===== src/rtl/e203_exu_pkg.sv =====
// Shared EXU definitions: default datapath widths, the write-back packet
// layout and the width of the ALU starvation counter.
package e203_exu_pkg;

  localparam int unsigned XLEN_DFLT    = 32;
  localparam int unsigned RFIDX_W_DFLT = 5;
  localparam int unsigned STARVE_CNT_W = 4;

  // One register-file write: data plus destination index.
  typedef struct packed {
    logic [XLEN_DFLT-1:0]    wdat;
    logic [RFIDX_W_DFLT-1:0] rdidx;
  } wbck_pkt_t;

endpackage


===== src/rtl/e203_exu_wbck_hold.sv =====
// One-entry ALU hold buffer plus its starvation counter.
// Ports:
//   clk, rst            : clock, synchronous active-high reset
//   load/load_*         : capture an ALU result that lost to long-pipe
//   drain               : buffered entry was granted this cycle
//   longp_win           : long-pipe was granted this cycle
//   buf_vld/buf_*       : buffered entry (registered)
//   starve_hit_c        : buffered entry has lost STARVE_MAX times in a row
module e203_exu_wbck_hold
  import e203_exu_pkg::*;
#(
  parameter int unsigned XLEN       = XLEN_DFLT,
  parameter int unsigned RFIDX_W    = RFIDX_W_DFLT,
  parameter int unsigned STARVE_MAX = 4
) (
  input  logic               clk,
  input  logic               rst,
  input  logic               load,
  input  logic [XLEN-1:0]    load_wdat,
  input  logic [RFIDX_W-1:0] load_rdidx,
  input  logic               drain,
  input  logic               longp_win,
  output logic               buf_vld,
  output logic [XLEN-1:0]    buf_wdat,
  output logic [RFIDX_W-1:0] buf_rdidx,
  output logic               starve_hit_c
);

  localparam logic [STARVE_CNT_W-1:0] CNT_MAX = STARVE_CNT_W'(STARVE_MAX);

  logic [STARVE_CNT_W-1:0] starve_cnt;

  assign starve_hit_c = buf_vld & (starve_cnt == CNT_MAX);

  // Buffer state and starvation counter; counter only runs while the
  // buffered entry keeps losing to long-pipe, and saturates at the limit.
  always_ff @(posedge clk) begin
    if (rst) begin
      buf_vld    <= 1'b0;
      buf_wdat   <= '0;
      buf_rdidx  <= '0;
      starve_cnt <= '0;
    end else begin
      if (drain) begin
        buf_vld <= 1'b0;
      end else if (load) begin
        buf_vld <= 1'b1;
      end
      if (load) begin
        buf_wdat  <= load_wdat;
        buf_rdidx <= load_rdidx;
      end
      if (buf_vld & longp_win) begin
        if (starve_cnt != CNT_MAX) begin
          starve_cnt <= starve_cnt + STARVE_CNT_W'(1);
        end
      end else begin
        starve_cnt <= '0;
      end
    end
  end

endmodule


===== src/rtl/e203_exu_wbck_arb.sv =====
// Write-back arbiter: merges ALU and long-pipe results onto the single
// register-file write port through a registered output stage.
// Ports:
//   clk, rst                  : clock, synchronous active-high reset
//   alu_wbck_i_*              : ALU result handshake and payload
//   longp_wbck_i_*            : long-pipe (LSU, mul/div) handshake and payload
//   rf_wbck_o_*               : registered register-file write port
//   wbck_busy                 : ALU hold buffer occupied
module e203_exu_wbck_arb
  import e203_exu_pkg::*;
#(
  parameter int unsigned XLEN       = XLEN_DFLT,
  parameter int unsigned RFIDX_W    = RFIDX_W_DFLT,
  parameter int unsigned STARVE_MAX = 4
) (
  input  logic               clk,
  input  logic               rst,
  input  logic               alu_wbck_i_valid,
  output logic               alu_wbck_i_ready,
  input  logic [XLEN-1:0]    alu_wbck_i_wdat,
  input  logic [RFIDX_W-1:0] alu_wbck_i_rdidx,
  input  logic               longp_wbck_i_valid,
  output logic               longp_wbck_i_ready,
  input  logic [XLEN-1:0]    longp_wbck_i_wdat,
  input  logic [RFIDX_W-1:0] longp_wbck_i_rdidx,
  output logic               rf_wbck_o_ena,
  output logic [XLEN-1:0]    rf_wbck_o_wdat,
  output logic [RFIDX_W-1:0] rf_wbck_o_rdidx,
  output logic               wbck_busy
);

  logic               buf_vld;
  logic [XLEN-1:0]    buf_wdat;
  logic [RFIDX_W-1:0] buf_rdidx;
  logic               starve_hit_c;

  logic               alu_xfer_c;
  logic               longp_xfer_c;
  logic               grant_c;
  logic [XLEN-1:0]    gnt_wdat_c;
  logic [RFIDX_W-1:0] gnt_rdidx_c;
  logic               buf_load_c;
  logic               buf_drain_c;
  logic               longp_win_c;

  // Readies depend only on registered state, never on the valids.
  assign alu_wbck_i_ready   = ~buf_vld;
  assign longp_wbck_i_ready = ~starve_hit_c;
  assign wbck_busy          = buf_vld;

  assign alu_xfer_c   = alu_wbck_i_valid & alu_wbck_i_ready;
  assign longp_xfer_c = longp_wbck_i_valid & longp_wbck_i_ready;

  e203_exu_wbck_hold #(
    .XLEN      (XLEN),
    .RFIDX_W   (RFIDX_W),
    .STARVE_MAX(STARVE_MAX)
  ) u_hold (
    .clk         (clk),
    .rst         (rst),
    .load        (buf_load_c),
    .load_wdat   (alu_wbck_i_wdat),
    .load_rdidx  (alu_wbck_i_rdidx),
    .drain       (buf_drain_c),
    .longp_win   (longp_win_c),
    .buf_vld     (buf_vld),
    .buf_wdat    (buf_wdat),
    .buf_rdidx   (buf_rdidx),
    .starve_hit_c(starve_hit_c)
  );

  // Priority grant: starved buffer, long-pipe, buffer, direct ALU.
  // An ALU transfer can only happen with the buffer empty, so losing to
  // long-pipe simply parks it in the buffer.
  always_comb begin
    grant_c     = 1'b0;
    gnt_wdat_c  = '0;
    gnt_rdidx_c = '0;
    buf_load_c  = 1'b0;
    buf_drain_c = 1'b0;
    longp_win_c = 1'b0;
    if (starve_hit_c) begin
      grant_c     = 1'b1;
      gnt_wdat_c  = buf_wdat;
      gnt_rdidx_c = buf_rdidx;
      buf_drain_c = 1'b1;
    end else if (longp_xfer_c) begin
      grant_c     = 1'b1;
      gnt_wdat_c  = longp_wbck_i_wdat;
      gnt_rdidx_c = longp_wbck_i_rdidx;
      longp_win_c = 1'b1;
      buf_load_c  = alu_xfer_c;
    end else if (buf_vld) begin
      grant_c     = 1'b1;
      gnt_wdat_c  = buf_wdat;
      gnt_rdidx_c = buf_rdidx;
      buf_drain_c = 1'b1;
    end else if (alu_xfer_c) begin
      grant_c     = 1'b1;
      gnt_wdat_c  = alu_wbck_i_wdat;
      gnt_rdidx_c = alu_wbck_i_rdidx;
    end
  end

  // Registered write port; x0 writes are consumed with the enable low.
  always_ff @(posedge clk) begin
    if (rst) begin
      rf_wbck_o_ena   <= 1'b0;
      rf_wbck_o_wdat  <= '0;
      rf_wbck_o_rdidx <= '0;
    end else begin
      rf_wbck_o_ena <= grant_c & (|gnt_rdidx_c);
      if (grant_c) begin
        rf_wbck_o_wdat  <= gnt_wdat_c;
        rf_wbck_o_rdidx <= gnt_rdidx_c;
      end
    end
  end

endmodule


===== config.mk =====
export PLATFORM = sky130hd
export DESIGN_NAME = e203_exu_wbck_arb
export DESIGN_NICKNAME = d
export VERILOG_FILES = /design/src/rtl/e203_exu_pkg.sv /design/src/rtl/e203_exu_wbck_hold.sv /design/src/rtl/e203_exu_wbck_arb.sv
export SDC_FILE = /design/constraint.sdc
export NUM_CORES = 1
export LEC_CHECK = 0
export ABC_AREA = 1
export ABC_CLOCK_PERIOD_IN_PS = 2300
export CAP_MARGIN = 10
export CORE_MARGIN = 2
export CORE_UTILIZATION = 47
export CTS_CLUSTER_SIZE = 14
export DETAILED_ROUTE_END_ITERATION = 10
export GPL_TIMING_DRIVEN = 0
export PLACE_DENSITY = 0.9
export SLEW_MARGIN = 40
export SYNTH_ARGS = -nofsm -noshare
export SYNTH_HDL_FRONTEND = slang
export SYNTH_HIERARCHICAL = 1
export SYNTH_SLANG_ARGS = --single-unit

===== constraint.sdc =====
create_clock -name clk -period 2.3 [get_ports clk]
set_input_delay 0.345 -clock clk [delete_from_list [all_inputs] [get_ports clk]]
set_output_delay 0.345 -clock clk [all_outputs]
set_load 0.05 [all_outputs]

==> reports/summary.md <==
* finished clean — status
* 0.843 — placer's final routability congestion estimate
* u_hold/buf_wdat[15]$_SDFFE_PP0P_ — R2R Path End
* 572 — Net Count, Synth
* u_hold/buf_wdat[1]$_SDFFE_PP0P_ — endpoint of the worst hold path
* 80 — # clock sinks
* 5.30 — routed vias/inst
* 3855 — via count
* 0 — number of pins with negative max-slew slack in the final report
* 492 — Post-Syn Instances
* 0.00773 mm² — core footprint
* buffers and inverters — gate family responsible for the most delay along the worst path
* 43.2% — met2 track demand over resource
* 0 — Post-synth EDFFs
* 3888 — number of global-route vias before repair
* 7970 µm — sum of net half-perimeters after detailed placement
* 80 — Seq cells post-synth
* 119 — I/O Pins
* 6 — total of warnings raised by yosys
* 0.000332 V — worst ir drop on vdd
* 10900 µm — Post-Route WL
* 14.9 µm — Routed WL per cell
* inv_1, ha_1, nand3_2, nor2_4, inv_4, clkdlybuf4s15_2 — cell breakdown of the critical path
* 3 — number of H-tree levels
* 5 — 1st-pass router iterations
* 0 — residual antenna-violating net count after detailed routing
* 9 — Inserted Clock Buffers
* 34.3% — GR met1 Demand/Resource
* 0.08 ns — Clock Pin Slew Worst Setup and Hold Paths
* 0 — final hold viol count
* 0.00338 W — Power, Total
* 701 — final net count
* sky130_fd_sc_hd__nand2_1 (122), sky130_fd_sc_hd__clkdlybuf4s50_1 (117), sky130_fd_sc_hd__nor2_1 (87), sky130_fd_sc_hd__dfxtp_1 (80), sky130_fd_sc_hd__o21ai_0 (56) — top library cells by usage in the layout, fill and taps aside
* 48.6% — initial standard-cell utilization of the core
* 0.00507 mm² — total cell area at the placement stage
* 0 — number of antenna violations at the first check in global routing
* 0 — number of max-cap violations
* 0% — share of async-settable or async-resettable flops after synthesis
* 93.4 µm — width of the die
* 3 — Buf/Inv on CP
* 649 — fill count
* no — RSZ-0062 raised after global routing
* 1.80 ns — worst path arrival time
* sky130_fd_sc_hd__clkbuf_8 — CTS root buf
* done — CTS tree
* 11.8% — fraction of layout cells with a size suffix above 1
* 18100 µm — global-route wire length before repair
* 93.4% — Final period util
* register to output pin — kind of critical path
* 0 ns — Post-Route Setup TNS
* 0.546 ns — slew at the pin closest to its max-slew limit
* 42.6% — share of the synthesized area in the top cell type
* 0 — hold_buf cts
* 68.2% — utilization after layout
* 0.42 ns — biggest cell delay along the critical path
* 0 — # DRC
* 10 — largest fanout of any net on the critical path
* 1.96 ns — WP data required
* 0.34 ns — Skew-Pair Late Insertion Delay
* 0 — grt ovf
* u_hold/buf_wdat[1]$_SDFFE_PP0P_ — worst hold path startpoint
* 40.2% — Layout area overhead
* 2.17 nW — static leakage power
* 12 — depth of the worst register-to-register path
* sky130_fd_sc_hd__nand2_1 — most common library cell in the layout ignoring fill and taps
* 42.6% — post-synthesis sequential area ratio
* 118 — number of port buffers
* sky130_fd_sc_hd__dfxtp_1 (43%), sky130_fd_sc_hd__nand2_1 (12%), sky130_fd_sc_hd__nor2_1 (8.9%), sky130_fd_sc_hd__o21ai_0 (7.5%), sky130_fd_sc_hd__buf_6 (4.8%) — leading cell types by total area after synthesis
* u_hold/starve_cnt[0]$_SDFFE_PP0P_ — beginning of the worst register-to-register path
* 28 — number of distinct library cells after synthesis
* 2 — Longest Clk Path Bufs
* 14 — pin count of the biggest net entering global routing
* sky130_fd_sc_hd__dfxtp_1 — area leader, netlist
* 641 mW/mm² — PD cells
* 0 — final number of setup-violating endpoints
* 0.00932 ns — Fin Clk Skew
* 2.15 ns — clock period minus final worst setup slack
* 63.5% — worst max-slew margin expressed relative to the limit
* 0.22 ns — setup slack of the worst register-to-register path
* register to register — worst min-delay path category
* 233 — Starting DRT DRC Count
* 0.00527 mm² — Post-Layout Inst Area
* 7.64 µm² — syn avg cell area
* 26.0% — global router's overall resource usage
* sky130_fd_sc_hd__dfxtp_1 — leading register cell type out of synthesis
* 0.00376 mm² — post-synth design cell area
* sky130_fd_sc_hd__dfxtp_1 — worst-path cell with the longest stage delay
* 4.67% — GR met3 Demand/Resource
* 2 — worst hold path stage count
* output pin — kind of end point of the critical path
* met2 — most utilized layer in the global route result
* register — kind of start point of the critical path
* 0 — antenna diode count
* 466 MHz — achievable clock frequency
* 0.00873 mm² — die area
* 32 — Rows
* 93.4 µm — die extent in y
state kept, by name, summed over array words and instances (netlist names):
| name | count |
|---|---|
| u_hold/buf_wdat | 32 |
| u_hold/starve_cnt | 4 |
| rf_wbck_o_rdidx | 5 |
| u_hold/buf_rdidx | 5 |
| rf_wbck_o_wdat | 32 |
| u_hold/buf_vld | 1 |
| rf_wbck_o_ena | 1 |
cells in the mapped netlist (2+ instances only):
cell,instances
sky130_fd_sc_hd__a41oi_1,20
sky130_fd_sc_hd__a41oi_2,6
sky130_fd_sc_hd__buf_2,3
sky130_fd_sc_hd__buf_4,6
sky130_fd_sc_hd__buf_6,16
sky130_fd_sc_hd__clkbuf_1,3
sky130_fd_sc_hd__clkbuf_2,2
sky130_fd_sc_hd__dfxtp_1,80
sky130_fd_sc_hd__ha_1,2
sky130_fd_sc_hd__inv_1,28
sky130_fd_sc_hd__inv_2,2
sky130_fd_sc_hd__nand2_1,122
sky130_fd_sc_hd__nand3_1,11
sky130_fd_sc_hd__nand3_2,3
sky130_fd_sc_hd__nand4_1,6
sky130_fd_sc_hd__nor2_1,89
sky130_fd_sc_hd__nor2_2,11
sky130_fd_sc_hd__nor2_4,2
sky130_fd_sc_hd__o211ai_1,10
sky130_fd_sc_hd__o21ai_0,56
sky130_fd_sc_hd__o21ai_1,7
power breakdown:
group	leakage [nW]	internal, W	switching, W
registers	0.661	0.00149	0.0000573
logic	1.41	0.000347	0.000486
clock network	0.0973	0.000503	0.000494
total	2.17	0.00234	0.00104
logic make-up after synthesis:
group	count (synthesis)	synth area share, %
and+or+nand+nor	247	27.8
adders and majority gates	2	0.666
AOI/OAI and AO/OA	100	18.0
buffers and inverters	63	10.9
DFF	80	42.6
stage by stage:
step | setup WS, ns | instances | hold slack [ns]
5_1_grt | 0.0405 | 728 | 0.515
4_1_cts | 0.0782 | 728 | 0.501
3_5_place_dp | -0.0411 | 712 | 0.477
2_1_floorplan | 0.129 | 492 | 0.416
3_3_place_gp | 0.0300 | 712 | 0.465
6_report | 0.152 | 728 | 0.501
worst register-to-register path, stage by stage (launching register included):
cell                      delay [ns]
sky130_fd_sc_hd__dfxtp_1        0.42
sky130_fd_sc_hd__inv_1          0.07
sky130_fd_sc_hd__ha_1           0.23
sky130_fd_sc_hd__nand3_2        0.15
sky130_fd_sc_hd__nor2_4         0.07
sky130_fd_sc_hd__inv_4          0.13
sky130_fd_sc_hd__nand2_1        0.15
sky130_fd_sc_hd__nor2_2         0.19
sky130_fd_sc_hd__buf_6          0.18
sky130_fd_sc_hd__inv_8          0.07
sky130_fd_sc_hd__buf_6          0.14
sky130_fd_sc_hd__nor2_1         0.10
sky130_fd_sc_hd__nor2_1         0.07
cell type report:
cell class,instances,area [µm²],share of cell area [%]
buffer,31,282,5.34
clock buffer,11,131,2.49
clock inverter,5,57.6,1.09
inverter,32,130,2.47
multi-input combinational,349,1760,33.3
sequential,80,1600,30.4
tap,102,128,2.42
timing repair buffer,118,1180,22.4
worst max path at each step:
stage	depth (start not counted)	end	from
final	6	longp_wbck_i_ready	u_hold/starve_cnt[0]$_SDFFE_PP0P_
after global routing	12	u_hold/buf_wdat[5]$_SDFFE_PP0P_	u_hold/starve_cnt[0]$_SDFFE_PP0P_
after CTS	6	longp_wbck_i_ready	u_hold/starve_cnt[0]$_SDFFE_PP0P_
after detailed placement	6	longp_wbck_i_ready	u_hold/starve_cnt[0]$_SDFFE_PP0P_
after global placement	6	longp_wbck_i_ready	u_hold/starve_cnt[0]$_SDFFE_PP0P_
after floorplan	9	u_hold/buf_wdat[10]$_SDFFE_PP0P_	u_hold/buf_vld$_SDFFE_PP0P_
routing by layer:
| metal | up-vias | share of wire (%) |
|---|---|---|
| met2 | 179 | 49 |
| met3 | 15 | 8.1 |
| met4 | 0 | 1.2 |
| li1 | 1876 | - |
| met1 | 1785 | 42 |
| met5 | - | 0 |
timing repair:
action                                  in CTS  in global routing
pin swaps                                    0                  0
setup buffers                                0                  0
endpoints found under the setup margin       1                 28
gates resized for setup                      4                  3
(Power assumes the default switching activity.)
